--- src/rtl/ccr_pkg.sv ---
// rtl/ccr_pkg.sv - shared flag indices, flag masks and condition-code selector enum
package ccr_pkg;

  localparam int FLAG_C = 3;
  localparam int FLAG_V = 2;
  localparam int FLAG_N = 1;
  localparam int FLAG_Z = 0;

  // Single source of flag masks for both the subtractor and the condition evaluator
  localparam logic [3:0] CCR_C_MASK = 4'b1000;
  localparam logic [3:0] CCR_V_MASK = 4'b0100;
  localparam logic [3:0] CCR_N_MASK = 4'b0010;
  localparam logic [3:0] CCR_Z_MASK = 4'b0001;

  typedef enum logic [3:0] {
    COND_AL = 4'd0,
    COND_NV = 4'd1,
    COND_EQ = 4'd2,
    COND_NE = 4'd3,
    COND_MI = 4'd4,
    COND_PL = 4'd5,
    COND_CS = 4'd6,
    COND_CC = 4'd7,
    COND_VS = 4'd8,
    COND_VC = 4'd9,
    COND_GE = 4'd10,
    COND_LT = 4'd11,
    COND_GT = 4'd12,
    COND_LE = 4'd13
  } cond_e;

endpackage

--- src/rtl/cond_decode.sv ---
// rtl/cond_decode.sv - combinational condition evaluator; signed selectors 10-13 only with CCR_SIGNED_EN
module cond_decode
  import ccr_pkg::*;
(
  input  logic [3:0] ccr,
  input  logic [3:0] cond,
  output logic       taken,
  output logic       illegal
);

  logic w_c;
  logic w_v;
  logic w_n;
  logic w_z;

  assign w_c = |(ccr & CCR_C_MASK);
  assign w_v = |(ccr & CCR_V_MASK);
  assign w_n = |(ccr & CCR_N_MASK);
  assign w_z = |(ccr & CCR_Z_MASK);

  always_comb begin
    taken   = 1'b0;
    illegal = 1'b0;
    case (cond)
      COND_AL: taken = 1'b1;
      COND_NV: taken = 1'b0;
      COND_EQ: taken = w_z;
      COND_NE: taken = !w_z;
      COND_MI: taken = w_n;
      COND_PL: taken = !w_n;
      COND_CS: taken = w_c;
      COND_CC: taken = !w_c;
      COND_VS: taken = w_v;
      COND_VC: taken = !w_v;
`ifdef CCR_SIGNED_EN
      COND_GE: taken = (w_n == w_v);
      COND_LT: taken = (w_n != w_v);
      COND_GT: taken = !w_z && (w_n == w_v);
      COND_LE: taken = w_z || (w_n != w_v);
`endif
      default: illegal = 1'b1;
    endcase
  end

endmodule

--- src/rtl/ccr_cond_eval.sv ---
// rtl/ccr_cond_eval.sv - condition evaluation at push time into a 2-entry valid/ready FIFO (CCR_SIGNED_EN enables signed selectors)
module ccr_cond_eval
  import ccr_pkg::*;
#(
  parameter int op_size = 4,
  parameter int DEPTH   = 2
) (
  input  logic               clk,
  input  logic               rst,
  input  logic               in_valid,
  output logic               in_ready,
  input  logic [op_size-1:0] in_r,
  input  logic [3:0]         in_ccr,
  input  logic [3:0]         in_cond,
  output logic               out_valid,
  input  logic               out_ready,
  output logic [op_size-1:0] out_r,
  output logic [3:0]         out_ccr,
  output logic               out_taken,
  output logic               out_illegal
);

  localparam logic [1:0] FULL_COUNT = 2'(DEPTH);

  logic [op_size-1:0] r_mem_r     [2];
  logic [3:0]         r_mem_ccr   [2];
  logic               r_mem_taken [2];
  logic               r_mem_ill   [2];
  logic [1:0]         r_count;
  logic               r_wr_ptr;
  logic               r_rd_ptr;

  logic w_push;
  logic w_pop;
  logic w_taken;
  logic w_illegal;

  cond_decode u_cond_decode (
    .ccr     (in_ccr),
    .cond    (in_cond),
    .taken   (w_taken),
    .illegal (w_illegal)
  );

  // Both handshake outputs decode registered occupancy only, so a pop never opens in_ready in the same cycle
  assign in_ready  = (r_count != FULL_COUNT);
  assign out_valid = (r_count != 2'd0);
  assign w_push    = in_valid && in_ready;
  assign w_pop     = out_valid && out_ready;

  always_ff @(posedge clk or posedge rst) begin
    if (rst) begin
      r_count  <= 2'd0;
      r_wr_ptr <= 1'b0;
      r_rd_ptr <= 1'b0;
    end else begin
      if (w_push) r_wr_ptr <= ~r_wr_ptr;
      if (w_pop)  r_rd_ptr <= ~r_rd_ptr;
      case ({w_push, w_pop})
        2'b10:   r_count <= r_count + 2'd1;
        2'b01:   r_count <= r_count - 2'd1;
        default: r_count <= r_count;
      endcase
    end
  end

  always_ff @(posedge clk) begin
    if (w_push) begin
      r_mem_r[r_wr_ptr]     <= in_r;
      r_mem_ccr[r_wr_ptr]   <= in_ccr;
      r_mem_taken[r_wr_ptr] <= w_taken;
      r_mem_ill[r_wr_ptr]   <= w_illegal;
    end
  end

  // Storage is not reset, so outputs are gated to zero whenever nothing is queued
  assign out_r       = out_valid ? r_mem_r[r_rd_ptr]     : '0;
  assign out_ccr     = out_valid ? r_mem_ccr[r_rd_ptr]   : 4'd0;
  assign out_taken   = out_valid ? r_mem_taken[r_rd_ptr] : 1'b0;
  assign out_illegal = out_valid ? r_mem_ill[r_rd_ptr]   : 1'b0;

endmodule

--- config.mk ---
export PLATFORM = sky130hd
export DESIGN_NAME = ccr_cond_eval
export DESIGN_NICKNAME = d
export VERILOG_FILES = /design/src/rtl/ccr_pkg.sv /design/src/rtl/cond_decode.sv /design/src/rtl/ccr_cond_eval.sv
export SDC_FILE = /design/constraint.sdc
export NUM_CORES = 1
export LEC_CHECK = 0
export ABC_AREA = 1
export CAP_MARGIN = 0
export CORE_UTILIZATION = 52
export CTS_BUF_LIST = sky130_fd_sc_hd__clkbuf_16
export DETAILED_ROUTE_END_ITERATION = 7
export GPL_TIMING_DRIVEN = 0
export PLACE_DENSITY_LB_ADDON = 0.05
export SYNTH_ARGS = -nofsm -noshare
export SYNTH_HDL_FRONTEND = slang
export SYNTH_HIERARCHICAL = 1
export SYNTH_SLANG_ARGS = --single-unit
--- constraint.sdc ---
create_clock -name clk -period 2.6 [get_ports clk]
set_input_delay 0.52 -clock clk [delete_from_list [all_inputs] [get_ports clk]]
set_output_delay 0.52 -clock clk [all_outputs]
set_load 0.05 [all_outputs]
Word level (Yosys, flattened, before mapping)
Memories as Yosys holds them, arrays and structs flattened.
Cells that the tools add are included.
{"block": "totals", "regBits": 4, "latchBits": 0, "mem_bits_rw": 20, "rom_bits": 0, "inputBits": 16, "out_inout_bits": 12, "wordCells": 42, "mem_count": 4}
{"block": "classes", "addsub": 2, "multipliers": 0, "n_div": 0, "n_lt_le_gt_ge": 0, "eq_ne": 12, "shifts": 0, "mux": 9, "n_bitwise": 2, "reduce_logical": 10}
{"name": "r_mem_ccr", "words": 2, "width": 4, "rd": 1, "rd_ports_with_merged_regs": 0, "wr": 1, "line": "ccr_cond_eval.sv:26", "rtl": "logic [3:0] r_mem_ccr [2];"}
{"name": "r_mem_r", "words": 2, "width": 4, "rd": 1, "rd_ports_with_merged_regs": 0, "wr": 1, "line": "ccr_cond_eval.sv:25", "rtl": "logic [op_size-1:0] r_mem_r [2];"}
{"name": "r_mem_ill", "words": 2, "width": 1, "rd": 1, "rd_ports_with_merged_regs": 0, "wr": 1, "line": "ccr_cond_eval.sv:28", "rtl": "logic r_mem_ill [2];"}
{"name": "r_mem_taken", "words": 2, "width": 1, "rd": 1, "rd_ports_with_merged_regs": 0, "wr": 1, "line": "ccr_cond_eval.sv:27", "rtl": "logic r_mem_taken [2];"}
{"op": "equality test 4 x 3 -> 1 bit (second input constant)", "count": 4}
{"op": "OR reduction 10 bit", "count": 1}
{"op": "one-hot mux 1 bit (9 select lines)", "count": 1}
{"op": "equality test 4 x 2 -> 1 bit (second input constant)", "count": 2}
{"op": "equality test 4 bit (second input constant)", "count": 2}
{"op": "two-way mux 4 bit", "count": 2}
{"op": "two-way mux 1 bit", "count": 5}
{"op": "equality test 4 x 1 -> 1 bit (second input constant)", "count": 1}
{"op": "zero test 1 bit", "count": 4}
{"op": "zero test 4 bit", "count": 1}
{"op": "one-hot mux 2 bit (2 select lines)", "count": 1}
{"op": "nonzero test 2 bit", "count": 2}
{"op": "adder 2 x 1 -> 2 bit (second input constant)", "count": 1}
{"op": "equality test 2 x 1 -> 1 bit (second input constant)", "count": 1}
{"op": "equality test 2 bit (second input constant)", "count": 1}
{"op": "logical AND 1 bit", "count": 2}
{"op": "inequality test 2 bit (second input constant)", "count": 1}
{"op": "NOT 1 bit", "count": 2}
{"op": "subtractor 2 x 1 -> 2 bit (second input constant)", "count": 1}

Depth between registers and ports, before layout
{"block": "logic_depth", "ltp_word": 4, "depth_mapped": 9, "ltp_nobuf": 9}

Modules after synthesis
The synthesis kept the hierarchy.
{"module": "ccr_cond_eval", "instances": 1, "cells_each": 86, "area_each_um2": 1024.7, "seq_area_each_um2": 700.7}
{"module": "cond_decode", "instances": 1, "cells_each": 32, "area_each_um2": 137.6, "seq_area_each_um2": 0.0}

Least setup slack after synthesis
OpenSTA, ideal clock, no wires.
{"block": "synth_path", "path_kind": "reg-to-output", "start": "register r_count[0]", "end": "output port out_illegal", "arrival_ps": 1253, "slack_ps": 827, "path_stages_with_launch": 3, "n_path_buf": 0, "path_cell_list": "dfrtp_1 -> nor2_4 -> a21oi_1"}
{"block": "synth_between", "elab_chain_cells": 2}
{"item": "start: declaration", "line": "ccr_cond_eval.sv:29", "rtl": "logic [1:0] r_count;"}
{"item": "start signal: assignment", "line": "ccr_cond_eval.sv:60", "rtl": "2'b10: r_count <= r_count + 2'd1;"}
{"item": "start signal: assignment", "line": "ccr_cond_eval.sv:61", "rtl": "2'b01: r_count <= r_count - 2'd1;"}
{"item": "start signal: assignment", "line": "ccr_cond_eval.sv:62", "rtl": "default: r_count <= r_count;"}
{"item": "nonzero test 2 bit", "line": "ccr_cond_eval.sv:47", "rtl": "assign out_valid = (r_count != 2'd0);"}
{"item": "two-way mux 1 bit", "line": "ccr_cond_eval.sv:80", "rtl": "assign out_illegal = out_valid ? r_mem_ill[r_rd_ptr] : 1'b0;"}
{"item": "end: declaration", "line": "ccr_cond_eval.sv:20", "rtl": "output logic out_illegal"}
No other way between the ends.

Worst setup path after layout
{"block": "layout_path", "start": "register r_rd_ptr", "end": "output port out_r[3]"}
{"block": "layout_between", "elab_chain_cells": 2}
{"item": "start: declaration", "line": "ccr_cond_eval.sv:31", "rtl": "logic r_rd_ptr;"}
{"item": "start signal: assignment", "line": "ccr_cond_eval.sv:58", "rtl": "if (w_pop) r_rd_ptr <= ~r_rd_ptr;"}
{"item": "memory read (2 x 4 bit)"}
{"item": "two-way mux 4 bit", "line": "ccr_cond_eval.sv:77", "rtl": "assign out_r = out_valid ? r_mem_r[r_rd_ptr] : '0;"}
{"item": "end: declaration", "line": "ccr_cond_eval.sv:17", "rtl": "output logic [op_size-1:0] out_r,"}
No other way between the ends.

==> impl_metrics.yaml <==
layout:
  syn2layout_area_growth_pct: 32.9
  antenna_cells: 0
  fin_area_mm2: 0.00155
  layout-drive-gt1-share: 0.168
  fin_nets: 167
place:
  place_area_mm2: 0.00147
  portBuffers: 27
  gp_congestion: 0.817
  place_hpwl_um: 1530
  post-place-ws_ps: 385
yosys:
  synth_area_leaders: "edfxtp_1 (52%), nand2_1 (11%), dfrtp_1 (8.6%)"
  synthXorXnorAreaFrac: 0.00753
  ys_warn_count: 6
  synth-adder-area-share: 0.0108
  syn_nets: 135
  post-synth-top-area-cell: "edfxtp_1"
  muxShareOfSynthArea: 0
  synth-simple-area-share: 0.222
  syn_area_mm2: 0.00116
  synth_top_cell_area_share: 0.517
  ys_types: 19
  avgSynthCellArea_um2: 9.85
  synth_top_family_by_area: "simple AND/OR/NAND/NOR gates"
  ys_seq_elements: 24
  synth_compound_area_frac: 0.0807
  yosysSeqAreaShare: 0.603
  syn_inst: 118
clocking:
  clock-sinks: 24
  cts_tree: "done"
  numCtsBuffers: 3
  cts-root-buf: "clkbuf_16"
  clock_latency_ps: 250
  postCtsSetupBuffers: 0
  cts_resized: 0
  htreeDepth: 1
  hold_buffers: 0
  path_clk_slew_ps: 60
  cts_max_path_buffers: 2
worst_setup_path:
  crit_arrival_ps: 1990
  setup.worst_path.end_class: "primary output"
  worstSetupPathType: "reg -> out"
  cp_data_required_time_ps: 2080
  cp-start-kind: "register"
  cp_max_fo: 10
pwr:
  clkPwrFrac: 0.161
  ir_worst_vdd_v: 0.000851
  power_frac_seq: 0.296
  comb_power_share: 0.543
  power.internal_uw: 1100
  power.switching_uw: 910
  swShare: 0.453
  p_leak_uw: 0.000650
  power.density_mw_per_mm2: 1300
drt:
  drc_errors: 0
  totalWireLength_um: 2080
  ant_nets: 0
  drtPass1Iterations: 4
  vias: 870
  route.met3.wl_um: 72
  met1Wirelength_um: 907
  top_layer_used: "met4"
  wl_met2_um: 1090
  viasPerCell: 4.94
  initialDrtViolationCount: 8
  routedWlPerCell_um: 11.8
floorplan:
  num_rows: 16
  core_mm2: 0.00202
  die_area_mm2: 0.00243
  die_w_um: 49.3
  die_h_um: 49.3
  initial_utilization: 0.575
  io_pins: 28
timing:
  finalSetupViolCount: 0
  fmax_ghz: 0.398
  tns_ps: 0
  skew_ps: 1.68
  fin_crit_sh: 0.966
  worst_pin_slew_ps: 849
  grt_setup_unrepaired: "false"
  fin_ws_ps: 89.4
  maxSlewViolCount: 0
  finalHoldViolations: 0
  fin_crit_ps: 2510
  max_slew_margin: 0.432
global_routing:
  antenna_found_initial: 0
  grt_max_degree: 14
  grt_pass1_wl_um: 3730
  grt_overflow: 0
  grt_use_total: 0.206
  grt_pass1_vias: 859
job:
  maxCapViolations: 0
run_status:
  status: "complete, no violations"
min_path:
  hp-class: "in -> async"
## synth_stat cells
cell      instances
nand3_1          10
o21ai_1           1
inv_1            13
buf_6             1
nand3b_1          1
inv_2             5
buf_2             2
nand4_1           1
a21oi_1           2
a21oi_2           9
nor2_4            1
nand2_1          34
nor2_1            8
xnor2_1           1
nand2_2           2
dfrtp_1           4
ha_1              1
edfxtp_1         20
nor2_2            2
## metrics by stage
step | util | power (uW) | instances | hold WS [ps]
after global routing | 0.764 | 2120 | 176 | 480
after CTS | 0.764 | 2020 | 176 | 447
after global placement | 0.725 | 1670 | 172 | 454
final | 0.764 | 2010 | 176 | 445
after detailed placement | 0.725 | 1690 | 172 | 473
after floorplan | - | 1370 | 118 | 286
## cell usage in the layout (no fill, tap or decap)
cell / instances
a21oi_1: 2
a21oi_2: 9
buf_2: 2
buf_6: 1
clkbuf_16: 3
clkdlybuf4s50_1: 27
clkinv_1: 1
dfrtp_1: 4
edfxtp_1: 20
ha_1: 1
inv_1: 13
inv_2: 5
nand2_1: 34
nand2_2: 2
nand3_1: 10
nand3b_1: 1
nand4_1: 1
nor2_1: 8
nor2_2: 2
nor2_4: 1
o21ai_1: 1
xnor2_1: 1
## registers in the layout, indices dropped and copies added, names as in the netlist
register and flops:
r_mem_taken 2, r_mem_r 8, r_wr_ptr 1, r_mem_ccr 8, r_count 2, r_mem_ill 2
r_rd_ptr 1
## critical path, stage by stage (launching register included)
cell and delay [ps]:
dfrtp_1 410, inv_2 60, buf_2 210, nand2_1 110, a21oi_2 140, clkdlybuf4s50_1 810
## logic make-up (layout without fill, tap and decap cells)
group / count (synthesis) / in the layout
adder cells (fa/ha/maj): 1 / 1
buffers and inverters: 21 / 52
XOR/XNOR: 1 / 1
flip-flops: 24 / 24
AND/OR/NAND/NOR: 59 / 59
AO/OA/AOI/OAI: 12 / 12
## layer usage
| layer | GRT usage | vias up |
|---|---|---|
| met2 | 0.345 | 19 |
| met3 | 0.0405 | 4 |
| met5 | 0 | - |
| li1 | - | 451 |
| met4 | 0.0735 | 0 |
| met1 | 0.264 | 396 |
## power groups by stage
stage          sequential [uW]  combinational (uW)  clock [uW]
2_1_floorplan              587                 783           0
3_3_place_gp               594                1080           0
3_5_place_dp               601                1090           0
4_1_cts                    593                1100         326
5_1_grt                    606                1180         337
6_report                   594                1090         323
## layout make-up
| class | count | area [um^2] |
|---|---|---|
| timing repair buffer | 27 | 270 |
| inverter | 18 | 67.6 |
| clock buffer | 3 | 75.1 |
| multi-input combinational | 73 | 373 |
| sequential | 24 | 701 |
| buffer | 3 | 21.3 |
| clock inverter | 1 | 3.75 |
| tap | 27 | 33.8 |
| fill | 142 | 477 |
## worst paths after layout
| kind | from | cells past startpoint | endpoint | slack (ps) |
|---|---|---|---|---|
| max in group asynchronous | rst | 2 | r_count[0]$_DFFE_PP0P_ | 2010 |
| max | r_rd_ptr$_DFFE_PP0P_ | 5 | out_r[3] | 90 |
| max reg2reg | r_count[0]$_DFFE_PP0P_ | 4 | r_mem_taken[1]$_DFFE_PP_ | 900 |
| min | rst | 2 | r_wr_ptr$_DFFE_PP0P_ | 440 |
| min in group clk | r_wr_ptr$_DFFE_PP0P_ | 2 | r_wr_ptr$_DFFE_PP0P_ | 490 |
| min reg2reg | r_wr_ptr$_DFFE_PP0P_ | 2 | r_wr_ptr$_DFFE_PP0P_ | 490 |
No activity file was read; power rests on OpenSTA's default activity.
